**config.mk**
```make
export PLATFORM = sky130hd
export DESIGN_NAME = top_interface
export DESIGN_NICKNAME = d
export VERILOG_FILES = /design/src/rtl/top_interface.sv
export SDC_FILE = /design/constraint.sdc
export NUM_CORES = 1
export LEC_CHECK = 0
export CORE_UTILIZATION = 25
export CTS_BUF_LIST = sky130_fd_sc_hd__clkbuf_4 sky130_fd_sc_hd__clkbuf_8 sky130_fd_sc_hd__clkbuf_16
export CTS_CLUSTER_DIAMETER = 100
export DETAILED_ROUTE_END_ITERATION = 16
export PLACE_DENSITY_LB_ADDON = 0.08
export SYNTH_ARGS = -nofsm -noshare
export SYNTH_HDL_FRONTEND = slang
export SYNTH_SLANG_ARGS = --single-unit
```
**constraint.sdc**
```tcl
create_clock -name clock -period 3.2 [get_ports clock]
set_clock_uncertainty 0.2 [all_clocks]
set_input_delay 0.96 -clock clock [delete_from_list [all_inputs] [get_ports clock]]
set_output_delay 0.96 -clock clock [all_outputs]
set_load 0.02 [all_outputs]
```
**src/rtl/top_interface.sv**
```systemverilog
// UART-controlled 8-bit ALU: receives operand A, operand B and an opcode over
// 8N1 serial, applies the opcode, and transmits the 8-bit result back on tx.

module baud_gen #(
  parameter int BAUD_DIV = 163
) (
  input  logic clock,
  input  logic reset,
  output logic o_tick
);
  localparam int CW = (BAUD_DIV > 1) ? $clog2(BAUD_DIV) : 1;
  localparam logic [CW-1:0] LAST = CW'(BAUD_DIV - 1);

  logic [CW-1:0] r_cnt;

  // NOTE: sequential state uses non-blocking assignments so every flop samples pre-edge values.
  always_ff @(posedge clock or posedge reset) begin
    if (reset) r_cnt <= '0;
    else if (r_cnt == LAST) r_cnt <= '0;
    else r_cnt <= r_cnt + 1'b1;
  end

  assign o_tick = (r_cnt == LAST);
endmodule

module uart_rx #(
  parameter int NB_DATA = 8,
  parameter int SB_TICK = 16
) (
  input  logic               clock,
  input  logic               reset,
  input  logic               i_rx,
  input  logic               i_tick,
  output logic               o_done,
  output logic [NB_DATA-1:0] o_data
);
  localparam logic [1:0] S_IDLE = 2'd0, S_START = 2'd1, S_DATA = 2'd2, S_STOP = 2'd3;
  localparam logic [3:0] STOP_LAST = 4'(SB_TICK - 1);
  localparam logic [2:0] BIT_LAST  = 3'(NB_DATA - 1);

  logic [1:0]         r_state;
  logic [1:0]         r_sync;
  logic               r_prev;
  logic [3:0]         r_s;
  logic [2:0]         r_n;
  logic [NB_DATA-1:0] r_b;
  logic               r_done;
  logic               w_rx;

  assign w_rx = r_sync[1];

  always_ff @(posedge clock or posedge reset) begin
    if (reset) begin
      r_state <= S_IDLE;
      r_sync  <= 2'b11;
      r_prev  <= 1'b1;
      r_s     <= '0;
      r_n     <= '0;
      r_b     <= '0;
      r_done  <= 1'b0;
    end else begin
      r_sync <= {r_sync[0], i_rx};
      r_prev <= w_rx;
      r_done <= 1'b0;
      case (r_state)
        S_IDLE:
          if (r_prev && !w_rx) begin
            r_state <= S_START;
            r_s     <= '0;
          end
        S_START:
          if (i_tick) begin
            // Re-sample near mid start bit; a line back at 1 is treated as a glitch.
            if (r_s == 4'd7) begin
              r_s     <= '0;
              r_n     <= '0;
              r_state <= w_rx ? S_IDLE : S_DATA;
            end else r_s <= r_s + 1'b1;
          end
        S_DATA:
          if (i_tick) begin
            if (r_s == 4'd15) begin
              r_s <= '0;
              r_b <= {w_rx, r_b[NB_DATA-1:1]};
              if (r_n == BIT_LAST) r_state <= S_STOP;
              else r_n <= r_n + 1'b1;
            end else r_s <= r_s + 1'b1;
          end
        default:
          if (i_tick) begin
            if (r_s == STOP_LAST) begin
              r_done  <= w_rx;
              r_state <= S_IDLE;
            end else r_s <= r_s + 1'b1;
          end
      endcase
    end
  end

  assign o_done = r_done;
  assign o_data = r_b;
endmodule

module uart_tx #(
  parameter int NB_DATA = 8,
  parameter int SB_TICK = 16
) (
  input  logic               clock,
  input  logic               reset,
  input  logic               i_start,
  input  logic [NB_DATA-1:0] i_data,
  input  logic               i_tick,
  output logic               o_done,
  output logic               o_tx
);
  localparam logic [1:0] S_IDLE = 2'd0, S_START = 2'd1, S_DATA = 2'd2, S_STOP = 2'd3;
  localparam logic [3:0] STOP_LAST = 4'(SB_TICK - 1);
  localparam logic [2:0] BIT_LAST  = 3'(NB_DATA - 1);

  logic [1:0]         r_state;
  logic [3:0]         r_s;
  logic [2:0]         r_n;
  logic [NB_DATA-1:0] r_b;
  logic               r_tx;
  logic               r_done;

  always_ff @(posedge clock or posedge reset) begin
    if (reset) begin
      r_state <= S_IDLE;
      r_s     <= '0;
      r_n     <= '0;
      r_b     <= '0;
      r_tx    <= 1'b1;
      r_done  <= 1'b0;
    end else begin
      r_done <= 1'b0;
      case (r_state)
        S_IDLE:
          if (i_start) begin
            r_b     <= i_data;
            r_s     <= '0;
            r_n     <= '0;
            r_tx    <= 1'b0;
            r_state <= S_START;
          end
        S_START:
          if (i_tick) begin
            if (r_s == 4'd15) begin
              r_s     <= '0;
              r_tx    <= r_b[0];
              r_state <= S_DATA;
            end else r_s <= r_s + 1'b1;
          end
        S_DATA:
          if (i_tick) begin
            if (r_s == 4'd15) begin
              r_s <= '0;
              r_b <= r_b >> 1;
              if (r_n == BIT_LAST) begin
                r_tx    <= 1'b1;
                r_state <= S_STOP;
              end else begin
                r_n  <= r_n + 1'b1;
                r_tx <= r_b[1];
              end
            end else r_s <= r_s + 1'b1;
          end
        default:
          if (i_tick) begin
            if (r_s == STOP_LAST) begin
              r_done  <= 1'b1;
              r_state <= S_IDLE;
            end else r_s <= r_s + 1'b1;
          end
      endcase
    end
  end

  assign o_tx   = r_tx;
  assign o_done = r_done;
endmodule

module alu #(
  parameter int NB_DATA = 8,
  parameter int NB_OP   = 6
) (
  input  logic [NB_DATA-1:0] i_a,
  input  logic [NB_DATA-1:0] i_b,
  input  logic [NB_OP-1:0]   i_op,
  output logic [NB_DATA-1:0] o_result
);
  localparam logic [NB_OP-1:0] OP_ADD = NB_OP'(6'b100000);
  localparam logic [NB_OP-1:0] OP_SUB = NB_OP'(6'b100010);
  localparam logic [NB_OP-1:0] OP_AND = NB_OP'(6'b100100);
  localparam logic [NB_OP-1:0] OP_OR  = NB_OP'(6'b100101);
  localparam logic [NB_OP-1:0] OP_XOR = NB_OP'(6'b100110);
  localparam logic [NB_OP-1:0] OP_NOR = NB_OP'(6'b100111);
  localparam logic [NB_OP-1:0] OP_SRA = NB_OP'(6'b000011);
  localparam logic [NB_OP-1:0] OP_SRL = NB_OP'(6'b000010);
  localparam logic [NB_DATA-1:0] SH_LIM = NB_DATA'(NB_DATA);

  // NOTE: default assignment first so no path through the case infers a latch.
  always_comb begin
    o_result = '0;
    case (i_op)
      OP_ADD: o_result = i_a + i_b;
      OP_SUB: o_result = i_a - i_b;
      OP_AND: o_result = i_a & i_b;
      OP_OR:  o_result = i_a | i_b;
      OP_XOR: o_result = i_a ^ i_b;
      OP_NOR: o_result = ~(i_a | i_b);
      OP_SRA: o_result = (i_b >= SH_LIM) ? {NB_DATA{i_a[NB_DATA-1]}}
                                         : NB_DATA'($signed(i_a) >>> i_b);
      OP_SRL: o_result = (i_b >= SH_LIM) ? '0 : (i_a >> i_b);
      default: o_result = '0;
    endcase
  end
endmodule

module collector #(
  parameter int NB_DATA = 8
) (
  input  logic               clock,
  input  logic               reset,
  input  logic               i_rx_done,
  input  logic [NB_DATA-1:0] i_rx_data,
  input  logic [NB_DATA-1:0] i_alu_result,
  input  logic               i_tx_done,
  output logic [NB_DATA-1:0] o_a,
  output logic [NB_DATA-1:0] o_b,
  output logic [NB_DATA-1:0] o_result,
  output logic               o_tx_start
);
  localparam logic [1:0] WAIT_A = 2'd0, WAIT_B = 2'd1, WAIT_OP = 2'd2, SEND = 2'd3;

  logic [1:0]         r_state;
  logic [NB_DATA-1:0] r_a;
  logic [NB_DATA-1:0] r_b;
  logic [NB_DATA-1:0] r_result;
  logic               r_tx_start;

  always_ff @(posedge clock or posedge reset) begin
    if (reset) begin
      r_state    <= WAIT_A;
      r_a        <= '0;
      r_b        <= '0;
      r_result   <= '0;
      r_tx_start <= 1'b0;
    end else begin
      r_tx_start <= 1'b0;
      case (r_state)
        WAIT_A:  if (i_rx_done) begin r_a <= i_rx_data; r_state <= WAIT_B; end
        WAIT_B:  if (i_rx_done) begin r_b <= i_rx_data; r_state <= WAIT_OP; end
        WAIT_OP:
          if (i_rx_done) begin
            r_result   <= i_alu_result;
            r_tx_start <= 1'b1;
            r_state    <= SEND;
          end
        // Bytes arriving while a result is on the wire are dropped.
        default: if (i_tx_done) r_state <= WAIT_A;
      endcase
    end
  end

  assign o_a        = r_a;
  assign o_b        = r_b;
  assign o_result   = r_result;
  assign o_tx_start = r_tx_start;
endmodule

module top_interface #(
  parameter int NB_DATA  = 8,
  parameter int NB_OP    = 6,
  parameter int BAUD_DIV = 163,
  parameter int SB_TICK  = 16
) (
  input  logic clock,
  input  logic reset,
  input  logic rx,
  output logic tx
);
  logic               w_tick;
  logic               w_rx_done;
  logic [NB_DATA-1:0] w_rx_data;
  logic [NB_DATA-1:0] w_a;
  logic [NB_DATA-1:0] w_b;
  logic [NB_DATA-1:0] w_alu_result;
  logic [NB_DATA-1:0] w_result;
  logic               w_tx_start;
  logic               w_tx_done;

  baud_gen #(.BAUD_DIV(BAUD_DIV)) u_baud (
    .clock(clock), .reset(reset), .o_tick(w_tick)
  );

  uart_rx #(.NB_DATA(NB_DATA), .SB_TICK(SB_TICK)) u_rx (
    .clock(clock), .reset(reset), .i_rx(rx), .i_tick(w_tick),
    .o_done(w_rx_done), .o_data(w_rx_data)
  );

  // The opcode byte feeds the ALU directly so its result is captured on the same rx_done.
  alu #(.NB_DATA(NB_DATA), .NB_OP(NB_OP)) u_alu (
    .i_a(w_a), .i_b(w_b), .i_op(w_rx_data[NB_OP-1:0]), .o_result(w_alu_result)
  );

  collector #(.NB_DATA(NB_DATA)) u_col (
    .clock(clock), .reset(reset), .i_rx_done(w_rx_done), .i_rx_data(w_rx_data),
    .i_alu_result(w_alu_result), .i_tx_done(w_tx_done),
    .o_a(w_a), .o_b(w_b), .o_result(w_result), .o_tx_start(w_tx_start)
  );

  uart_tx #(.NB_DATA(NB_DATA), .SB_TICK(SB_TICK)) u_tx (
    .clock(clock), .reset(reset), .i_start(w_tx_start), .i_data(w_result),
    .i_tick(w_tick), .o_done(w_tx_done), .o_tx(tx)
  );
endmodule

```
== Yosys cells after proc, flatten, opt, wreduce, memory -nomap -nowiden ==
Cells that the tools add are included.
Storage, ports and cells
  input port bits: 3
  output and inout bits: 1
  logic and storage cells: 174
  register bits after elaboration: 75
Operators by class
  equality and inequality tests: 40
  reductions and logical operators: 29
  shift operators: 2
  add/subtract/negate cells: 7
  magnitude comparators: 1
  bitwise operators: 4
  mux-type cells: 72
Operators by type and width (count)
  8-bit one-hot mux with 8 select lines: 1
  4-bit two-way mux: 12
  8-bit two-way mux: 6
  2-bit two-way mux: 21
  6-bit == test, second input constant: 6
  3-bit two-way mux: 9
  2-bit inequality test, second input constant: 10
  2-bit one-hot mux with 3 select lines: 3
  2-bit by 1-bit inequality test with 1-bit output, second input constant: 8
  8-bit one-hot mux with 2 select lines: 1
  8-bit AND reduction: 2
  1-bit two-way mux: 14
  6-bit by 2-bit == test with 1-bit output, second input constant: 2
  3-bit one-hot mux with 2 select lines: 2
  4-bit one-hot mux with 3 select lines: 1
  4-bit AND reduction: 3
  6-bit AND reduction: 2
  5-bit AND reduction: 2
  2-bit nonzero test: 5
  4-bit by 1-bit adder with 4-bit output, second input constant: 2
  8-bit by 1-bit adder with 8-bit output, second input constant: 1
  8-bit adder: 1
  8-bit AND: 1
  4-bit == test, second input constant: 2
  other kinds (26): 38

== Depth between registers and ports, before layout ==
Gate-level depths: netlist of the first run.
  word-level depth: 5
  depth in mapped cells: 13
  gate-level depth less buffers: 11

== Cells and area by module ==
From an unflattened synthesis of the first run, not the netlist that was laid out.
Unflattened totals
  cells, all modules: 516
  area total of the unflattened synthesis: 5221.3 sq um
By module, submodules not included
  alu: times used 1, cells each 210, sequential area each 0.0 sq um, area each 1522.7 sq um
  uart_tx: times used 1, cells each 113, sequential area each 476.7 sq um, area each 1138.6 sq um
  collector: times used 1, cells each 71, sequential area each 675.6 sq um, area each 1117.3 sq um
  uart_rx: times used 1, cells each 84, sequential area each 529.3 sq um, area each 1032.2 sq um
  baud_gen: times used 1, cells each 38, sequential area each 200.2 sq um, area each 410.4 sq um

== Worst setup path before layout of the first run ==
OpenSTA, ideal clock, no wires.
  path kind: reg-to-reg
  start: reg u_col.r_b[0], in the netlist u_col.o_b[0]
  end: reg u_col.r_result[7], in the netlist u_col.o_result[7]
  setup slack: 0.015 ns
  data required time: 2.874 ns
  library setup time: 0.126 ns
  path buffers: 1
  arrival: 2.859 ns
  cell stages (with the launch flop): 13
  clock period less this slack: 3.185 ns
  cell sequence: dfrtp_1 > buf_2 > inv_1 > ha_1 > mux2_2 > inv_1 > ha_1 > nor2b_1 > o211a_1 > o31a_1 > o41ai_2 > xnor2_1 > a221o_1
On the way
  longest elaborated chain between the ends: 3
  elaborated cells between the ends (all ways): 8
  classes of those cells: add/sub: 2; order compare: 1; shift: 2; mux: 3
Ends and longest elaborated chain
  from (decl): RTL line 238  | logic [NB_DATA-1:0] r_b;
  from (signal assigned): RTL line 246  | r_b <= '0;
  from (signal assigned): RTL line 253  | WAIT_B: if (i_rx_done) begin r_b <= i_rx_data; r_state <= WAIT_OP; end
  8-bit by 4-bit >= comparator with 1-bit output, or another cell as far along: RTL line 212, 214
  8-bit two-way mux, on equally long branches: RTL line 214, 212
  8-bit one-hot mux with 8 select lines *: RTL line 205  | case (i_op)
  to (signal assigned): RTL line 256  | r_result <= i_alu_result;
  to (decl): RTL line 239  | logic [NB_DATA-1:0] r_result;
Every way passes the cells marked *; elsewhere a longest branch is shown, timed or not.
A chain may end at the register's enable or synchronous reset.

== Worst setup path in the final report of the first run ==
  start: reg u_rx.r_b[4], in the netlist u_rx.o_data[4]
  end: reg u_col.r_result[7], in the netlist u_col.o_result[7]
On the way
  longest elaborated chain between the ends: 2
  elaborated cells between the ends (all ways): 9
  classes of those cells: eq/ne: 8; mux: 1
Ends and longest elaborated chain
  from (decl): RTL line 46  | logic [NB_DATA-1:0] r_b;
  from (signal assigned): RTL line 84  | r_b <= {w_rx, r_b[NB_DATA-1:1]};
  6-bit by 2-bit == test with 1-bit output / 6-bit == test (equally long branches): RTL line 205
  8-bit one-hot mux with 8 select lines *: RTL line 205
Marked as above.

==> impl_summary.md, run 1 <==
STA
The final count of pins violating max slew is 0. At the pin with the least slew margin, the transition time is 0.800 ns. The share of the cycle needed by the critical path after routing is 95.9%. Final hold analysis gives a worst-case slack of 0.155 ns. The final sum of negative setup slack is 0 ns.

The count of final hold-check violations is 0. The peak clock frequency supported by timing is 326 MHz. Setup violations remaining at the end of the flow were counted as 0. The routed design could run at a clock period as short as 3.07 ns. The headroom to the max-slew limit is 46.7%.

Placement
Port buffering added 3 buffers. Routability-driven placement finished with a final weighted congestion of 0.812. The count of placed standard cells including taps is 779. The half-perimeter wire length after detailed placement is 9040 um.

Power
Summed over all nets, the switching power comes to 454 uW. In this run, the combinational gates consume 3.4% of the power. The portion of total power attributed to the clock network is 49.8%.

The worst IR drop on VDD is 0.223 mV. Dividing total power by cell area gives a power density of 367 nW/um2. Net switching is 21.6% of the power. The proportion of power drawn by flip-flops and latches is 46.8%. The cell internal power dissipation is 1650 uW. The static leakage is 0.00245 uW. The final total power is 2100 uW.

Routing
The DRC violation count after routing is 0. The detail route stage leaves a number of antenna-violating nets equal to 0. The detail-routed via count per cell is 4.73. Before antenna repair, the detailed router went through 4 iterations. After the first detailed-routing iteration, the DRC count stood at 164. The number of vias after detailed routing is 3769. The final wirelength is 12100 um. After detailed routing, the average wire length per cell comes to 15.1 um.

Synth
Synthesis inferred 75 register bits. The count of yosys warnings during synthesis is 0. By area the synthesized netlist is led by dfrtp_1 (36%), ha_1 (9.8%), mux2_2 (5.9%), mux2i_1 (4.0%), nand2_1 (3.8%). The average cell area after synthesis is 9.58 um2. In the synthesized netlist the dominant register cell turns out to be dfrtp_1. The largest total area in the synthesized netlist belongs to dfrtp_1. In the synthesized netlist the async set-or-reset flop fraction comes to 100%. The cell area after synthesis is 4970 um2. Counting every instance in the synthesized netlist gives 519. The share of the Yosys chip area taken by registers is 37.9%. The post-synth net total is 562.

Counting distinct cell types in the post-synthesis netlist gives 68. The number of enable-type register cells in the synthesized netlist is 0. The area share of the leading cell type in the synthesized netlist is 35.8%.

Global route
The first global-routing pass estimated 20400 um of wire. The global route total overflow is 0. The via count of the first global-routing pass came to 3784.

In the global route stage, overall resource usage came out at 13.0%. The initial antenna violation count was 0. The largest net degree at the start of global routing is 41.

Setup path
Along the worst path, the maximum fanout reaches 2. STA puts the critical path data required time at 3.23 ns. The arrival time at the worst endpoint is 3.10 ns. The critical path is of the register to register type. The critical path capture point type is a register. STA classifies the critical path startpoint as a register.

Clock network
The TritonCTS clock tree is done. The tree built by TritonCTS fans out to 75 sinks. Clock-pin slew was measured on the worst setup and hold paths at 0.06 ns.

The number of buffers created by CTS is 9. The clock tree root driver cell is clkbuf_16. The insertion delay to the later sink of the worst-skew pair is 0.34 ns.

The number of buffers on the longest clock path is 2. The number of H-tree levels is 3.

Floorplan
The overall die area is 20400 um2. The die height is 143 um. The horizontal extent of the die is 143 um. The starting density of the core is 25.5%.

The initialized floorplan defines 51 standard-cell rows. During I/O placement, the number of pins put on the boundary was 4. The area of the core region is 19500 um2.

Finish
The area added between synthesis and finish is 15.3%. The count of non-filler cells in the finished layout is 797. After the last flow step, the layout net total stands at 571.

The final core area utilization is 29.4%. The post-route netlist has 16.0% of its cells at a drive strength greater than 1. The number of antenna diodes in the final layout is 0.

Job
The tool flagged a number of max-cap violations equal to 0.

Status
The flow ran to the end, and the final reports show no timing, DRC or antenna violations.

Worst hold path
The path class of the tightest hold or removal check is register to register.
==> per-layer routing <==
layer / track usage (%) / share of wire, %
met4: 5.32 / 1.9
met2: 21.1 / 46
met1: 17.2 / 49
met5: 0 / 0
met3: 2.08 / 2.5
==> area by class of cell <==
| cell class | instances | area, um2 |
|---|---|---|
| flip-flops and latches | 75 | 1880 |
| fillers | 2059 | 13700 |
| multi-input cells | 389 | 2900 |
| clock buffers | 12 | 260 |
| inverters | 29 | 110 |
| clock inverters | 3 | 47.5 |
| repair buffers | 24 | 200 |
| well taps | 265 | 332 |
==> state kept, by name, indices dropped and copies added (netlist names), 2 cells and up <==
register,flops
u_col.r_state,2
u_tx.r_s,4
u_tx.r_b,8
u_col.o_b,8
u_rx.r_state,2
u_rx.r_sync,2
u_rx.r_n,3
u_tx.r_n,3
u_rx.r_s,4
u_baud.r_cnt,8
u_col.o_a,8
u_col.o_result,8
u_tx.r_state,2
u_rx.o_data,8
==> final timing paths <==
path | from | end | slack [ns] | cells after the start
max in group asynchronous | reset | u_rx.r_prev | 1.49 | 3
hold reg to reg | u_rx.r_sync[0] | u_rx.r_sync[1] | 0.16 | 0
setup / recovery | u_rx.o_data[4] | u_col.o_result[7] | 0.13 | 11
hold / removal | u_rx.r_sync[0] | u_rx.r_sync[1] | 0.16 | 0
setup reg to reg | u_rx.o_data[4] | u_col.o_result[7] | 0.13 | 11
min in group asynchronous | reset | u_tx.r_s[2] | 0.70 | 2
==> cells in the final DEF, fill, tap and decap left out, types with 7 or more instances in the layout <==
master,instances
a211oi_1,7
a21oi_1,23
a31oi_1,9
buf_4,20
clkbuf_16,9
dfrtp_1,71
ha_1,38
inv_1,27
mux2_2,25
mux2i_1,20
nand2_1,50
nand2b_1,7
nand3_1,20
nor2_1,31
nor2b_1,8
nor3_1,15
o21ai_0,28
xnor2_1,15
xor2_1,7
==> kinds of logic (layout without fill, tap and decap cells) <==
kind of cell,Yosys count,in the layout,share of synthesized area [%]
DFF,75,75,37.9
adders and majority gates,40,40,10.2
xor gates and xnor gates,22,22,3.88
buffers and inverters,55,68,4.48
and+or+nand+nor,157,157,15.4
muxes,50,50,11.7
AOI/OAI and AO/OA,120,120,16.4
==> critical path, cell delays in order (launching register included) <==
cell	delay, ns
dfrtp_1	0.38
nor3_2	0.24
and3_4	0.23
mux2_4	0.31
inv_2	0.07
ha_4	0.19
nor2b_4	0.12
o211a_1	0.25
o31a_1	0.27
o41ai_2	0.31
xnor2_1	0.11
a221o_1	0.29
==> what timing repair did <==
item                                    4_1_cts  5_1_grt
pin swaps                                     0        7
resized for setup                             1        6
hold buffers                                  0        0
setup buffers                                 0        3
endpoints found under the setup margin        1        1
==> through the flow <==
stage | instance area [um2] | setup slack [ns]
2_1_floorplan | 4970 | 0.0147
3_3_place_gp | 5370 | 0.0242
3_5_place_dp | 5370 | 0.0201
4_1_cts | 5680 | 0.0709
5_1_grt | 5730 | -0.00854
6_report | 5730 | 0.132
==> cells in the mapped netlist, drive strengths merged, types with 3 or more instances <==
| cell type | number |
|---|---|
| ha | 39 |
| a22oi | 4 |
| and3 | 6 |
| mux2i | 20 |
| o21a | 4 |
| inv | 29 |
| xor2 | 7 |
| clkbuf | 14 |
| buf | 12 |
| xnor2 | 15 |
| a221o | 3 |
| o22ai | 4 |
| nand2b | 7 |
| nor2 | 31 |
| nand3 | 20 |
| o31ai | 4 |
| o21ai | 34 |
| nand2 | 50 |
| a211o | 4 |
| nor2b | 9 |
| dfstp | 4 |
| mux4 | 4 |
| dfrtp | 71 |
| a21oi | 23 |
| a211oi | 7 |
| a31oi | 9 |
| mux2 | 26 |
| nor3 | 17 |
==> power groups by stage <==
stage          combinational (uW)  clock, uW  sequential (uW)
3_3_place_gp                 73.4          0             1000
6_report                     72.1       1050              983
4_1_cts                      75.4       1090              983
5_1_grt                      86.8       1120              985
2_1_floorplan                59.4          0              991
3_5_place_dp                 74.9          0             1000
(Power assumes the default switching activity.)
==> run 2, diff against run 1 <==
--- a/config.mk
+++ b/config.mk
@@ -5,7 +5,7 @@
 export SDC_FILE = /design/constraint.sdc
 export NUM_CORES = 1
 export LEC_CHECK = 0
-export CORE_UTILIZATION = 25
+export CORE_UTILIZATION = 35
 export CTS_BUF_LIST = sky130_fd_sc_hd__clkbuf_4 sky130_fd_sc_hd__clkbuf_8 sky130_fd_sc_hd__clkbuf_16
 export CTS_CLUSTER_DIAMETER = 100
 export DETAILED_ROUTE_END_ITERATION = 16
==> run 2 against run 1 <==
Effect of this change:
- critical path depth unchanged
- non-clock buffer count down 3
- cell area down 3.1%
- critical path type unchanged
- critical endpoint unchanged
- highest routed layer unchanged
==> impl_summary.md, run 2 (same netlist as run 1, synthesis figures left out) <==
Clock network
The insertion delay to the later sink of the worst-skew pair is 0.34 ns (about the same). The clock slew seen by the registers of the worst setup and hold paths came to 0.06 ns (about the same). The sink count of the clock tree is 75 (unchanged).

The clock tree root driver cell is clkbuf_16 (unchanged). The number of buffers on the longest clock path is 2 (unchanged). The TritonCTS clock tree is done (unchanged). The number of buffers created by CTS was 9 (unchanged). The number of H-tree levels is 3 (unchanged).

Floorplan
The horizontal extent of the die was 121 um (was 143 um). The overall die area was 14700 um2 (was 20400 um2). The area of the core region was 13900 um2 (was 19500 um2). The I/O pin total was 4 (unchanged). The starting density of the core is 35.8% (was 25.5%).

The die height is 121 um (was 143 um). The number of placement rows is 43 (was 51).

Global route
The global route total overflow is 0 (unchanged). The initial antenna violation count is 0 (unchanged). The via count of the first global-routing pass was 3853 (was 3784). The global-route wire length before repair is 19600 um (was 20400 um). The aggregate global-route resource usage was 17.4% (was 13.0%).

The largest net degree at the start of global routing was 76 (was 41).

Placement
The half-perimeter wire length after detailed placement is 8210 um (was 9040 um). The count of placed standard cells including taps is 691 (was 779). The post-detailed-placement cell area is 5240 um2 (was 5370 um2).

The number of buffer cells added on primary ports is 3 (unchanged). The worst-case setup slack after placement is 0.0691 ns (was 0.0201 ns). The global placement routability congestion is 0.875 (was 0.812).

Finish
The share of layout cells above drive strength 1 came to 15.1% (was 16.0%). The net count of the finished layout is 568 (was 571). The count of non-filler cells in the finished layout is 710 (was 797). The commonest non-fill, non-tap cell in the layout is dfrtp_1 (unchanged). The area added between synthesis and finish is 11.8% (was 15.3%). The final design area excluding fillers was 5560 um2 (was 5730 um2).

Top library cells by usage in the layout, fill and taps aside: dfrtp_1 (71), nand2_1 (50), ha_1 (39), nor2_1 (31) (was dfrtp_1 (71), nand2_1 (50), ha_1 (38), nor2_1 (31), o21ai_0 (28)). The number of diodes is 0 (unchanged).

Routing
The number of vias after detailed routing is 3750 (was 3769). The detailed router's first-iteration violation count came to 291 (was 164). The final routed wire length divided by cell count is 16.0 um (was 15.1 um). The detail-routed via count per cell is 5.28 (was 4.73).

The DRC violation count after routing is 0 (unchanged). The detailed-routing iteration count for the pre-antenna-repair pass came to 4 (unchanged). The antenna violation net count after detailed routing is 0 (unchanged). The final wirelength is 11300 um (was 12100 um).

STA
The hold slack is 0.157 ns (was 0.155 ns). The headroom to the max-slew limit came to 58.7% (was 46.7%). The minimum clock period is 3.08 ns (was 3.07 ns).

The share of the cycle needed by the critical path after routing is 96.4% (was 95.9%). The peak clock frequency supported by timing is 324 MHz (was 326 MHz). The slew at the pin closest to its max-slew limit is 0.618 ns (was 0.800 ns).

The final setup violation count was 0 (unchanged). The count of final hold-check violations was 0 (unchanged). The final critical-path setup slack is 0.116 ns (was 0.132 ns). The final count of pins violating max slew came to 0 (unchanged).

Setup path
The critical path startpoint category is a register (unchanged). The arrival time at the worst endpoint is 3.10 ns (about the same). The top fanout value on the critical path is 2 (unchanged). The critical path capture point type is a register (unchanged). The worst endpoint required time is 3.22 ns (was 3.23 ns). The critical setup path kind is register to register (unchanged).

Status
Status: complete, no violations (unchanged).

Job
The total of max-cap violations was 0 (unchanged).

Power
The static leakage came to 0.00241 uW (was 0.00245 uW). The worst IR drop on VDD is 0.251 mV (was 0.223 mV). The power density normalized to cell area is 361 nW/um2 (was 367 nW/um2).

Worst hold path
The class of the most critical hold timing path is register to register (unchanged).
-- run 2: worst max-delay path, stage by stage (launching register included) --
cell     delay [ns]
dfrtp_1        0.38
nor3_2         0.20
and3_4         0.22
mux2_4         0.31
inv_1          0.06
ha_1           0.21
nor2b_1        0.14
o211a_1        0.24
o31a_1         0.27
o41ai_2        0.33
xnor2_1        0.12
a221o_1        0.29
-- run 2: path summary, 6_finish.rpt --
kind	startpoint	endpoint	slack (ns)	depth (start not counted)
max	u_rx.o_data[4]	u_col.o_result[7]	0.12	11
max reg2reg	u_rx.o_data[4]	u_col.o_result[7]	0.12	11
max in group asynchronous	reset	u_rx.r_sync[0]	1.61	3
min	u_rx.r_sync[0]	u_rx.r_sync[1]	0.16	0
min in group asynchronous	reset	u_tx.r_n[1]	0.80	3
min reg2reg	u_rx.r_sync[0]	u_rx.r_sync[1]	0.16	0
-- run 2: cell type report --
type | count | area [um2]
repair buffers | 21 | 178
multi-input cells | 389 | 2880
clock buffers | 14 | 269
flip-flops and latches | 75 | 1880
fillers | 1367 | 8330
inverters | 29 | 110
well taps | 180 | 225
clock inverters | 2 | 12.5
-- run 2: power breakdown --
group | internal (uW) | switching (uW)
sequential | 966 | 16.9
clock | 580 | 374
combinational | 26.9 | 42.4
-- run 2: layer usage --
layer | vias up | global-route usage (%) | part of all wire (%)
met5 | - | 0 | 0
met4 | 0 | 6.71 | 2.3
met3 | 20 | 3.76 | 2.8
met2 | 49 | 28.1 | 47
met1 | 1791 | 22.7 | 48
li1 | 1890 | - | -
-- run 2: what timing repair did --
action / CTS / global route
buffers inserted: 0 / 3
setup endpoints to repair: 0 / 1
hold buffers: 0 / 0
resized for setup: 0 / 3
hold endpoints to repair: 0 / 0
-- run 2: per-stage QoR --
stage / total power [uW] / TNS, ns / utilization (%)
2_1_floorplan: 1050 / 0 / -
3_3_place_gp: 1070 / 0 / 37.7
3_5_place_dp: 1070 / 0 / 37.7
4_1_cts: 2050 / 0 / 39.8
5_1_grt: 2110 / -0.000131 / 40.0
6_report: 2010 / 0 / 40.0
==> run 3, diff against run 2 <==
--- a/config.mk
+++ b/config.mk
@@ -10,6 +10,7 @@
 export CTS_CLUSTER_DIAMETER = 100
 export DETAILED_ROUTE_END_ITERATION = 16
 export PLACE_DENSITY_LB_ADDON = 0.08
+export RECOVER_POWER = 25
 export SYNTH_ARGS = -nofsm -noshare
 export SYNTH_HDL_FRONTEND = slang
 export SYNTH_SLANG_ARGS = --single-unit
==> run 3 against run 2 <==
Effect of this change:
- non-clock buffer count stayed put
- largest power group unchanged
- worst setup slack is essentially flat
- cell area down 0.29%
- critical path depth unchanged
- count of clock-buffer cells in the layout unchanged
- cell count did not move
- critical path type unchanged
- total power is 0.13% lower
- global-route usage did not move
- register-to-register slack barely moved
- critical endpoint unchanged
==> impl_summary.md, run 3 (same netlist as run 1, synthesis figures left out) <==
Global route
The via count of the first global-routing pass is 3853 (unchanged). The largest net degree at the start of global routing is 76 (unchanged). The initial antenna violation count is 0 (unchanged).

The global route total overflow was 0 (unchanged). The aggregate global-route resource usage is 17.4% (unchanged). The global-route wire length before repair is 19600 um (unchanged).

Routing
The final routed wire length divided by cell count is 16.0 um (about the same). The detailed router's first-iteration violation count is 256 (was 291). The number of vias after detailed routing was 3749 (was 3750). The detail-routed via count per cell is 5.28 (about the same). The final wirelength was 11300 um (about the same). The DRC violation count after routing is 0 (unchanged). The antenna violation net count after detailed routing is 0 (unchanged).

The detailed-routing iteration count for the pre-antenna-repair pass is 4 (unchanged).

Setup path
The highest cell delay on the worst timing path is 0.38 ns (about the same). The critical path startpoint category is a register (unchanged). The critical path capture point type is a register (unchanged). The arrival time at the worst endpoint is 3.10 ns (about the same). The worst endpoint required time came to 3.22 ns (about the same). The top fanout value on the critical path was 2 (unchanged). The endpoint of the worst register-to-register path is u_col.o_result[7] (unchanged). The register-to-register setup slack is 0.12 ns (about the same). The worst path buffer plus inverter count is 1 (unchanged).

The critical setup path kind is register to register (unchanged). The startpoint of the most critical setup path was u_rx.o_data[4] (unchanged). The timing endpoint of the critical path is u_col.o_result[7] (unchanged). The instance count on the critical path came to 11 (unchanged). Cell-by-cell trace of the critical path: nor3_2 > and3_4 > mux2_4 > inv_1 > ha_1 > nor2b_1 > o211a_1 > o31a_1 > o41ai_2 > xnor2_1 > a221o_1 (unchanged). The master of the slowest instance on the critical path was dfrtp_1 (unchanged). The launch point of the worst reg-to-reg path is u_rx.o_data[4] (unchanged). The critical path's top delay family is compound AO/OA/AOI/OAI gates (unchanged). The worst reg2reg path depth was 11 (unchanged).

Placement
The post-detailed-placement cell area is 5240 um2 (unchanged). The worst-case setup slack after placement is 0.0691 ns (unchanged). The number of buffer cells added on primary ports is 3 (unchanged).

The half-perimeter wire length after detailed placement is 8210 um (unchanged). The count of placed standard cells including taps is 691 (unchanged). The global placement routability congestion was 0.875 (unchanged).

Finish
The final core area utilization came to 39.9% (was 40.0%). The commonest non-fill, non-tap cell in the layout is dfrtp_1 (unchanged). The area added between synthesis and finish is 11.5% (was 11.8%). The net count of the finished layout was 568 (unchanged).

The flip-flop and latch area is 1880 um2 (unchanged). The number of diodes is 0 (unchanged). The count of non-filler cells in the finished layout is 710 (unchanged). The final design area excluding fillers was 5540 um2 (was 5560 um2). Top library cells by usage in the layout, fill and taps aside: dfrtp_1 (71), nand2_1 (50), ha_1 (39), nor2_1 (31) (unchanged). The share of layout cells above drive strength 1 is 14.7% (was 15.1%). The filler cell count is 1369 (was 1367). The footprint of the multi-input gates came to 2880 um2 (unchanged).

Clock network
The TritonCTS clock tree is done (unchanged). The number of H-tree levels is 3 (unchanged). The sink count of the clock tree is 75 (unchanged).

The number of buffers on the longest clock path is 2 (unchanged). The insertion delay to the later sink of the worst-skew pair is 0.34 ns (about the same). The clock slew seen by the registers of the worst setup and hold paths is 0.06 ns (about the same).

The clock tree root driver cell was clkbuf_16 (unchanged). The quantity of hold-fixing buffers added after cts is 0 (unchanged). The number of buffers created by CTS was 9 (unchanged).

Floorplan
The die height is 121 um (unchanged). The area of the core region is 13900 um2 (unchanged). The I/O pin total was 4 (unchanged).

The starting density of the core is 35.8% (unchanged). The number of placement rows is 43 (unchanged). The overall die area is 14700 um2 (unchanged). The horizontal extent of the die was 121 um (unchanged).

Power
The static leakage is 0.00240 uW (was 0.00241 uW). The worst IR drop on VDD is 0.251 mV (about the same). The power density normalized to cell area came to 362 nW/um2 (was 361 nW/um2).

Worst hold path
The class of the most critical hold timing path was register to register (unchanged).

STA
The final sum of negative setup slack is 0 ns (unchanged). The minimum clock period is 3.08 ns (about the same). The count of final hold-check violations came to 0 (unchanged).

The final count of pins violating max slew is 0 (unchanged). The slew at the pin closest to its max-slew limit is 1.06 ns (was 0.618 ns). The final setup violation count is 0 (unchanged). The peak clock frequency supported by timing is 324 MHz (about the same).

The headroom to the max-slew limit is 29.2% (was 58.7%). The final critical-path setup slack was 0.116 ns (about the same). The share of the cycle needed by the critical path after routing is 96.4% (about the same).

Job
The total of max-cap violations is 0 (unchanged).

Status
Status: complete, no violations (unchanged).
run 3: routing by layer:
metal	GRT usage [%]	wire length [um]	vias up
li1	-	-	1890
met3	3.76	312	18
met5	0	0	-
met4	6.71	235	0
met2	28.1	5360	46
met1	22.7	5430	1795
run 3: how the worst min path moves through the flow:
stage	start	to	slack, ns	cells past startpoint
CTS	u_rx.r_sync[0]	u_rx.r_sync[1]	0.16	0
global route	u_rx.r_sync[0]	u_rx.r_sync[1]	0.17	0
global placement	u_rx.r_sync[0]	u_rx.r_sync[1]	0.15	0
detailed placement	u_rx.r_sync[0]	u_rx.r_sync[1]	0.15	0
floorplan	u_rx.r_sync[0]	u_rx.r_sync[1]	0.15	0
finish	u_rx.r_sync[0]	u_rx.r_sync[1]	0.16	0
run 3: stage by stage:
| stage | hold WS, ns | power (uW) |
|---|---|---|
| floorplan | 0.145 | 1050 |
| global placement | 0.147 | 1070 |
| detailed placement | 0.149 | 1070 |
| CTS | 0.159 | 2050 |
| global route | 0.165 | 2100 |
| finish | 0.162 | 2000 |
run 3: repair_timing:
item,4_1_cts,5_1_grt
gates resized for setup,0,3
endpoints found under the hold margin,0,0
setup endpoints to repair,0,1
setup buffers,0,3
run 3: report_power, final:
part | switching, uW | total, uW | internal (uW)
clock | 375 | 955 | 580
combinational | 42.0 | 66.5 | 24.5
sequential | 16.9 | 983 | 966
run 3: final cells by class:
class / count / area share (%)
multi-input cells: 389 / 52.0
flip-flops and latches: 75 / 34.0
clock buffers: 14 / 4.86
well taps: 180 / 4.07
repair buffers: 21 / 2.91
inverters: 29 / 1.99
clock inverters: 2 / 0.226
run 3: worst reg2reg max path, delay by kind of cell, from the launching register on:
family          cells  cell delay (ns)
compound gates      4             1.13
simple gates        3             0.56
flops               1             0.38
mux                 1             0.31
fa+ha+maj           1             0.21
xor+xnor            1             0.12
buf+inv             1             0.06
